`config.mk`:
```
export PLATFORM = sky130hd
export DESIGN_NAME = step_input_conditioner
export DESIGN_NICKNAME = d
export VERILOG_FILES = /design/src/rtl/step_cond_pkg.sv /design/src/rtl/sync2.sv /design/src/rtl/step_input_conditioner.sv
export SDC_FILE = /design/constraint.sdc
export NUM_CORES = 1
export LEC_CHECK = 0
export BUFFER_PORTS_ARGS = -buffer_cell sky130_fd_sc_hd__buf_2
export CORE_AREA = 8 8 76 78
export CTS_BUF_LIST = sky130_fd_sc_hd__clkbuf_8 sky130_fd_sc_hd__clkbuf_16
export CTS_CLUSTER_SIZE = 28
export DETAILED_ROUTE_END_ITERATION = 12
export DIE_AREA = 0 0 84 86
export PLACE_DENSITY = 0.76
export SKIP_LAST_GASP = 1
export SLEW_MARGIN = 20
export SYNTH_ARGS = -nofsm -noshare
export SYNTH_HDL_FRONTEND = slang
export SYNTH_SLANG_ARGS = --single-unit
```
`constraint.sdc`:
```
create_clock -name clk -period 4.3 [get_ports clk]
set_clock_uncertainty 0.15 [all_clocks]
set_input_delay 0.43 -clock clk [delete_from_list [all_inputs] [get_ports clk]]
set_output_delay 0.43 -clock clk [all_outputs]
set_load 0.02 [all_outputs]
```
`src/rtl/step_cond_pkg.sv`:
```
// step_cond_pkg: shared state encoding, default timing and timer sizing for the step input conditioner.
package step_cond_pkg;
  typedef enum logic [2:0] {
    IDLE       = 3'd0,
    PRESS_DB   = 3'd1,
    HELD       = 3'd2,
    REPEAT     = 3'd3,
    RELEASE_DB = 3'd4
  } btn_state_e;
  localparam int DEF_DEBOUNCE_CYCLES = 1000000;
  localparam int DEF_REPEAT_DELAY    = 50000000;
  localparam int DEF_REPEAT_PERIOD   = 10000000;
  function automatic int tmr_width(input int a, input int b, input int c);
    int m;
    m = (a > b) ? a : b;
    m = (m > c) ? m : c;
    return (m < 2) ? 1 : $clog2(m);
  endfunction
endpackage

```
`src/rtl/sync2.sv`:
```
// sync2: two-flop synchronizer for an asynchronous level, cleared by synchronous active-low reset.
module sync2 (
  input  logic clk,
  input  logic rst,
  input  logic d_i,
  output logic q_o
);
  logic [1:0] s_q;
  always_ff @(posedge clk)
    s_q <= !rst ? 2'b00 : {s_q[0], d_i};
  assign q_o = s_q[1];
endmodule

```
`src/rtl/step_input_conditioner.sv`:
```
// step_input_conditioner: debounces the step button into single-cycle (auto-repeating) pulses
// and the direction switch into a clean up/down level.
module step_input_conditioner
  import step_cond_pkg::*;
#(
  parameter int DEBOUNCE_CYCLES = DEF_DEBOUNCE_CYCLES,
  parameter bit REPEAT_EN       = 1'b1,
  parameter int REPEAT_DELAY    = DEF_REPEAT_DELAY,
  parameter int REPEAT_PERIOD   = DEF_REPEAT_PERIOD
) (
  input  logic clk,
  input  logic rst,
  input  logic btn_in,
  input  logic sw_ud,
  output logic step,
  output logic ud
);
  localparam int TW = tmr_width(DEBOUNCE_CYCLES, REPEAT_DELAY, REPEAT_PERIOD);
  localparam int CW = $clog2(DEBOUNCE_CYCLES + 1);
  localparam logic [TW-1:0] DB_LAST = TW'(DEBOUNCE_CYCLES - 1);
  localparam logic [TW-1:0] RD_LAST = TW'(REPEAT_DELAY - 1);
  localparam logic [TW-1:0] RP_LAST = TW'(REPEAT_PERIOD - 1);
  localparam logic [CW-1:0] SW_LAST = CW'(DEBOUNCE_CYCLES);
  logic btn_s, sw_s;
  btn_state_e state_q, state_d;
  logic [TW-1:0] tmr_q, tmr_d;
  logic [CW-1:0] dcnt_q, dcnt_d;
  logic step_q, step_d, ud_q, ud_d;
  sync2 u_btn_sync (.clk(clk), .rst(rst), .d_i(btn_in), .q_o(btn_s));
  sync2 u_sw_sync  (.clk(clk), .rst(rst), .d_i(sw_ud),  .q_o(sw_s));
  always_ff @(posedge clk)
    if (!rst) begin
      state_q <= IDLE;
      tmr_q   <= '0;
      step_q  <= 1'b0;
      ud_q    <= 1'b1;
      dcnt_q  <= '0;
    end else begin
      state_q <= state_d;
      tmr_q   <= tmr_d;
      step_q  <= step_d;
      ud_q    <= ud_d;
      dcnt_q  <= dcnt_d;
    end
  // Release always wins over a timer expiry in the same cycle.
  always_comb begin
    state_d = state_q;
    tmr_d   = tmr_q + TW'(1);
    case (state_q)
      IDLE:       if (btn_s) state_d = PRESS_DB;
      PRESS_DB:   if (!btn_s) state_d = IDLE;
                  else if (tmr_q == DB_LAST) state_d = HELD;
      HELD:       if (!btn_s) state_d = RELEASE_DB;
                  else if (REPEAT_EN && tmr_q == RD_LAST) state_d = REPEAT;
                  else if (tmr_q == '1) tmr_d = tmr_q;
      REPEAT:     if (!btn_s) state_d = RELEASE_DB;
                  else if (tmr_q == RP_LAST) tmr_d = '0;
      RELEASE_DB: if (btn_s) tmr_d = '0;
                  else if (tmr_q == DB_LAST) state_d = IDLE;
      default:    state_d = IDLE;
    endcase
    if (state_d != state_q || state_q == IDLE) tmr_d = '0;
  end
  always_comb begin
    step_d = btn_s && ((state_q == PRESS_DB && tmr_q == DB_LAST) ||
                       (state_q == HELD && REPEAT_EN && tmr_q == RD_LAST) ||
                       (state_q == REPEAT && tmr_q == RP_LAST));
  end
  // One extra stable sample so a direction change lands on the same edge as a step pulse.
  always_comb begin
    ud_d   = (sw_s != ud_q && dcnt_q == SW_LAST) ? ~ud_q : ud_q;
    dcnt_d = (sw_s == ud_q || ud_d != ud_q) ? '0 : dcnt_q + CW'(1);
  end
  assign step = step_q;
  assign ud   = ud_q;
endmodule

```
==> summary.txt <==
Outcome
  – Run status: finished, final reports clean

Die
  – Die height: 86 um
  – Core Area: 0.00460 mm2
  – # rows: 25
  – Die Wd: 84 um
  – Initial core utilization: 0.586
  – Die area: 0.00722 mm2
  – I/O pin total: 6

Routing
  – Drt wl/cell: 13.3 um
  – Final WL: 4.94 mm
  – Via/cell ratio: 5.73
  – Drt pass-1 iters: 4
  – DR iter-0 viols: 144
  – DR DRC count: 0
  – Vias: between 2,000 and 2,500
  – Routed Antenna Nets: 0

Clock network
  – Hold-fix buffers at CTS: 0
  – H-tree Lvls: 2
  – Sink Count: 55
  – Worst-path clk slew: 0.09 ns
  – TritonCTS clock tree: built
  – Post-CTS setup buffers: 0
  – Clock buffer depth: 2
  – CTS Root Cell: clkbuf_8
  – Clk_lat worst skew: 0.30 ns
  – CTS Buf Count: 5
  – Post-CTS Resized: 0

Synth
  – Most common library cells after synthesis: 57 x nor2_1, 55 x dfxtp_1, 26 x nand2_1
  – Distinct cells, synth: 43
  – Ys Warns: 0
  – Top cell type by total area after synthesis: dfxtp_1
  – Sequential share of the synthesized area: 0.409
  – Post-synthesis async set-or-reset flop share: 0
  – Mapped Nets: ~320
  – Synth Register Bits: between 50 and 60
  – Syn Area/Cell: 8.53 um2
  – Synth top area share: 0.409
  – Most frequent cell after synthesis: nor2_1
  – Post-Syn Area: about 0.0027 mm2
  – Syn Inst Count: 316
  – Ranking of synthesized cells by area: dfxtp_1 41%, nor2_1 7.9%, xor2_1 7.5%, xnor2_1 5.8%, nand4_1 3.7%
  – Main synth FF type: dfxtp_1
  – Number of synthesized flops with an enable pin: 0

Timing
  – Max frequency: between 300 and 400 MHz
  – Unrepaired setup endpoints after global routing: false
  – Final setup viols: 0
  – Final Hold Fails: 0
  – Slew Limit Fails: 0
  – Setup TNS: 0 ns
  – Final Cycle Share: 0.705
  – Final min period: 3.03 ns
  – Slew HR: 0.349
  – Slew at the pin closest to its max-slew limit: 0.973 ns

Place
  – Post-DP HPWL: approximately 3.5 mm
  – Count of input and output buffers: 5
  – RD Place Congestion: about 0.86

Worst setup path
  – R2R depth: 7
  – Crit path kind: flop to flop
  – Crit end category: flop
  – Reg2Reg Capture Point: tmr_q[6]
  – Crit Path Max Fanout: 20
  – FF-to-FF Start: tmr_q[0]
  – Arr. time, crit path: around 3.0 ns
  – Worst setup path end: tmr_q[6]
  – Startpoint types: flop
  – CP startpoint: tmr_q[0]
  – Worst reg2reg setup slack: between 1 and 1.5 ns
  – Required time of the critical path: between 4 and 5 ns

Run
  – Max-cap check violation count: 0

Finish
  – Layout cells sized above 1: 0.0726
  – Util after Layout: 0.622
  – Final #Nets: around 320
  – Area Growth Syn to Fin: 6.17%
  – Antenna Cells: 0
  – Fill count: 399

Worst hold path
  – Hold_sp: btn_in
  – HP Class: input port to flop

Global route
  – Vias in the first global route: between 1,500 and 2,000
  – Largest net degree at the start of global routing: 25
  – GRT Overall Usage: 0.141
  – Initial antenna violation count: 0
  – First-pass GRT wire length: 8.60 mm
  – Gr ovfl total: 0

Power
  – Max IR drop VDD: 0.000183 V
  – Static leakage: 0.929 nW
  – PwrDens: 322 mW/mm2
==> where the power goes <==
group | leakage, nW | switching (W) | internal, W | total [W]
Sequential | 0.444 | 0.00000436 | 0.000513 | 0.000518
Clock | 0.0695 | 0.000157 | 0.000230 | 0.000387
Combinational | 0.415 | 0.0000110 | 0.00000700 | 0.0000180
==> metal layers <==
metal  track usage  vias to the layer above  share of wire
li1              -                     1092              -
met1         0.172                      986           0.49
met2         0.233                       40           0.45
met3        0.0341                        7          0.051
met4        0.0549                        0          0.012
met5             0                        -              0
==> area by class of cell <==
class / count / area [um2] / share of cell area
sequential: 55 / 1100 / 0.385
tap: 54 / 67.6 / 0.0236
timing repair buffer: 5 / 25.0 / 0.00875
clock buffer: 5 / 68.8 / 0.0240
multi-input combinational: 238 / 1490 / 0.522
clock inverter: 3 / 63.8 / 0.0223
inverter: 11 / 41.3 / 0.0144
==> stage by stage <==
stage / power, W / setup slack [ns] / hold slack [ns] / cell area, um2 / std cells
final: 0.000922 / 1.27 / 0.179 / 2860 / 371
after detailed placement: 0.000548 / 1.31 / 0.283 / 2730 / 363
after floorplan: 0.000544 / 2.13 / 0.262 / 2700 / 316
after global placement: 0.000547 / 1.37 / 0.267 / 2730 / 363
after CTS: 0.000932 / 1.28 / 0.171 / 2860 / 371
after global routing: 0.000953 / 1.08 / 0.168 / 2860 / 371
==> flip-flops by register name (all words and copies together) (netlist names) <==
signal / count
u_btn_sync.s_q: 2
dcnt_q: 20
tmr_q: 26
state_q: 3
ud: 1
step: 1
u_sw_sync.s_q: 2
==> cell families after synthesis <==
group,Yosys count,share of synthesized area
flip-flops,55,0.409
adder cells (fa/ha/maj),3,0.0139
XOR/XNOR,41,0.133
AND/OR/NAND/NOR,172,0.351
buffers and inverters,23,0.0371
multiplexers,2,0.00743
AO/OA/AOI/OAI,20,0.0492
==> cells in the final DEF, fill, tap and decap left out, drive strengths merged, types with 2 or more instances in the layout <==
master / count
a21oi: 7
a31oi: 4
and2: 4
and3: 5
and4: 3
buf: 5
bufinv: 2
clkbuf: 5
dfxtp: 55
ha: 3
inv: 12
mux2i: 2
nand2: 26
nand2b: 4
nand3: 17
nand3b: 3
nand4: 18
nand4b: 2
nor2: 58
nor2b: 2
nor3: 12
nor4: 5
nor4b: 6
nor4bb: 2
o21ai: 3
xnor2: 18
xor2: 23
==> how the worst min path moves through the flow <==
stage | end | cells past startpoint | slack [ns]
floorplan | u_btn_sync.s_q[1] | 1 | 0.26
global placement | u_sw_sync.s_q[1] | 1 | 0.27
detailed placement | u_sw_sync.s_q[1] | 1 | 0.28
CTS | u_btn_sync.s_q[0] | 2 | 0.17
global route | u_btn_sync.s_q[0] | 2 | 0.17
finish | u_btn_sync.s_q[0] | 2 | 0.18
==> critical path: stages (launching register included) <==
cell,delay [ns]
dfxtp_1,0.39
ha_1,0.20
nand3_1,0.11
or4_4,0.55
nand4bb_1,0.77
and4_1,0.54
xnor2_1,0.13
nor2_1,0.05
Note: power is estimated with default switching activity, not from simulation.
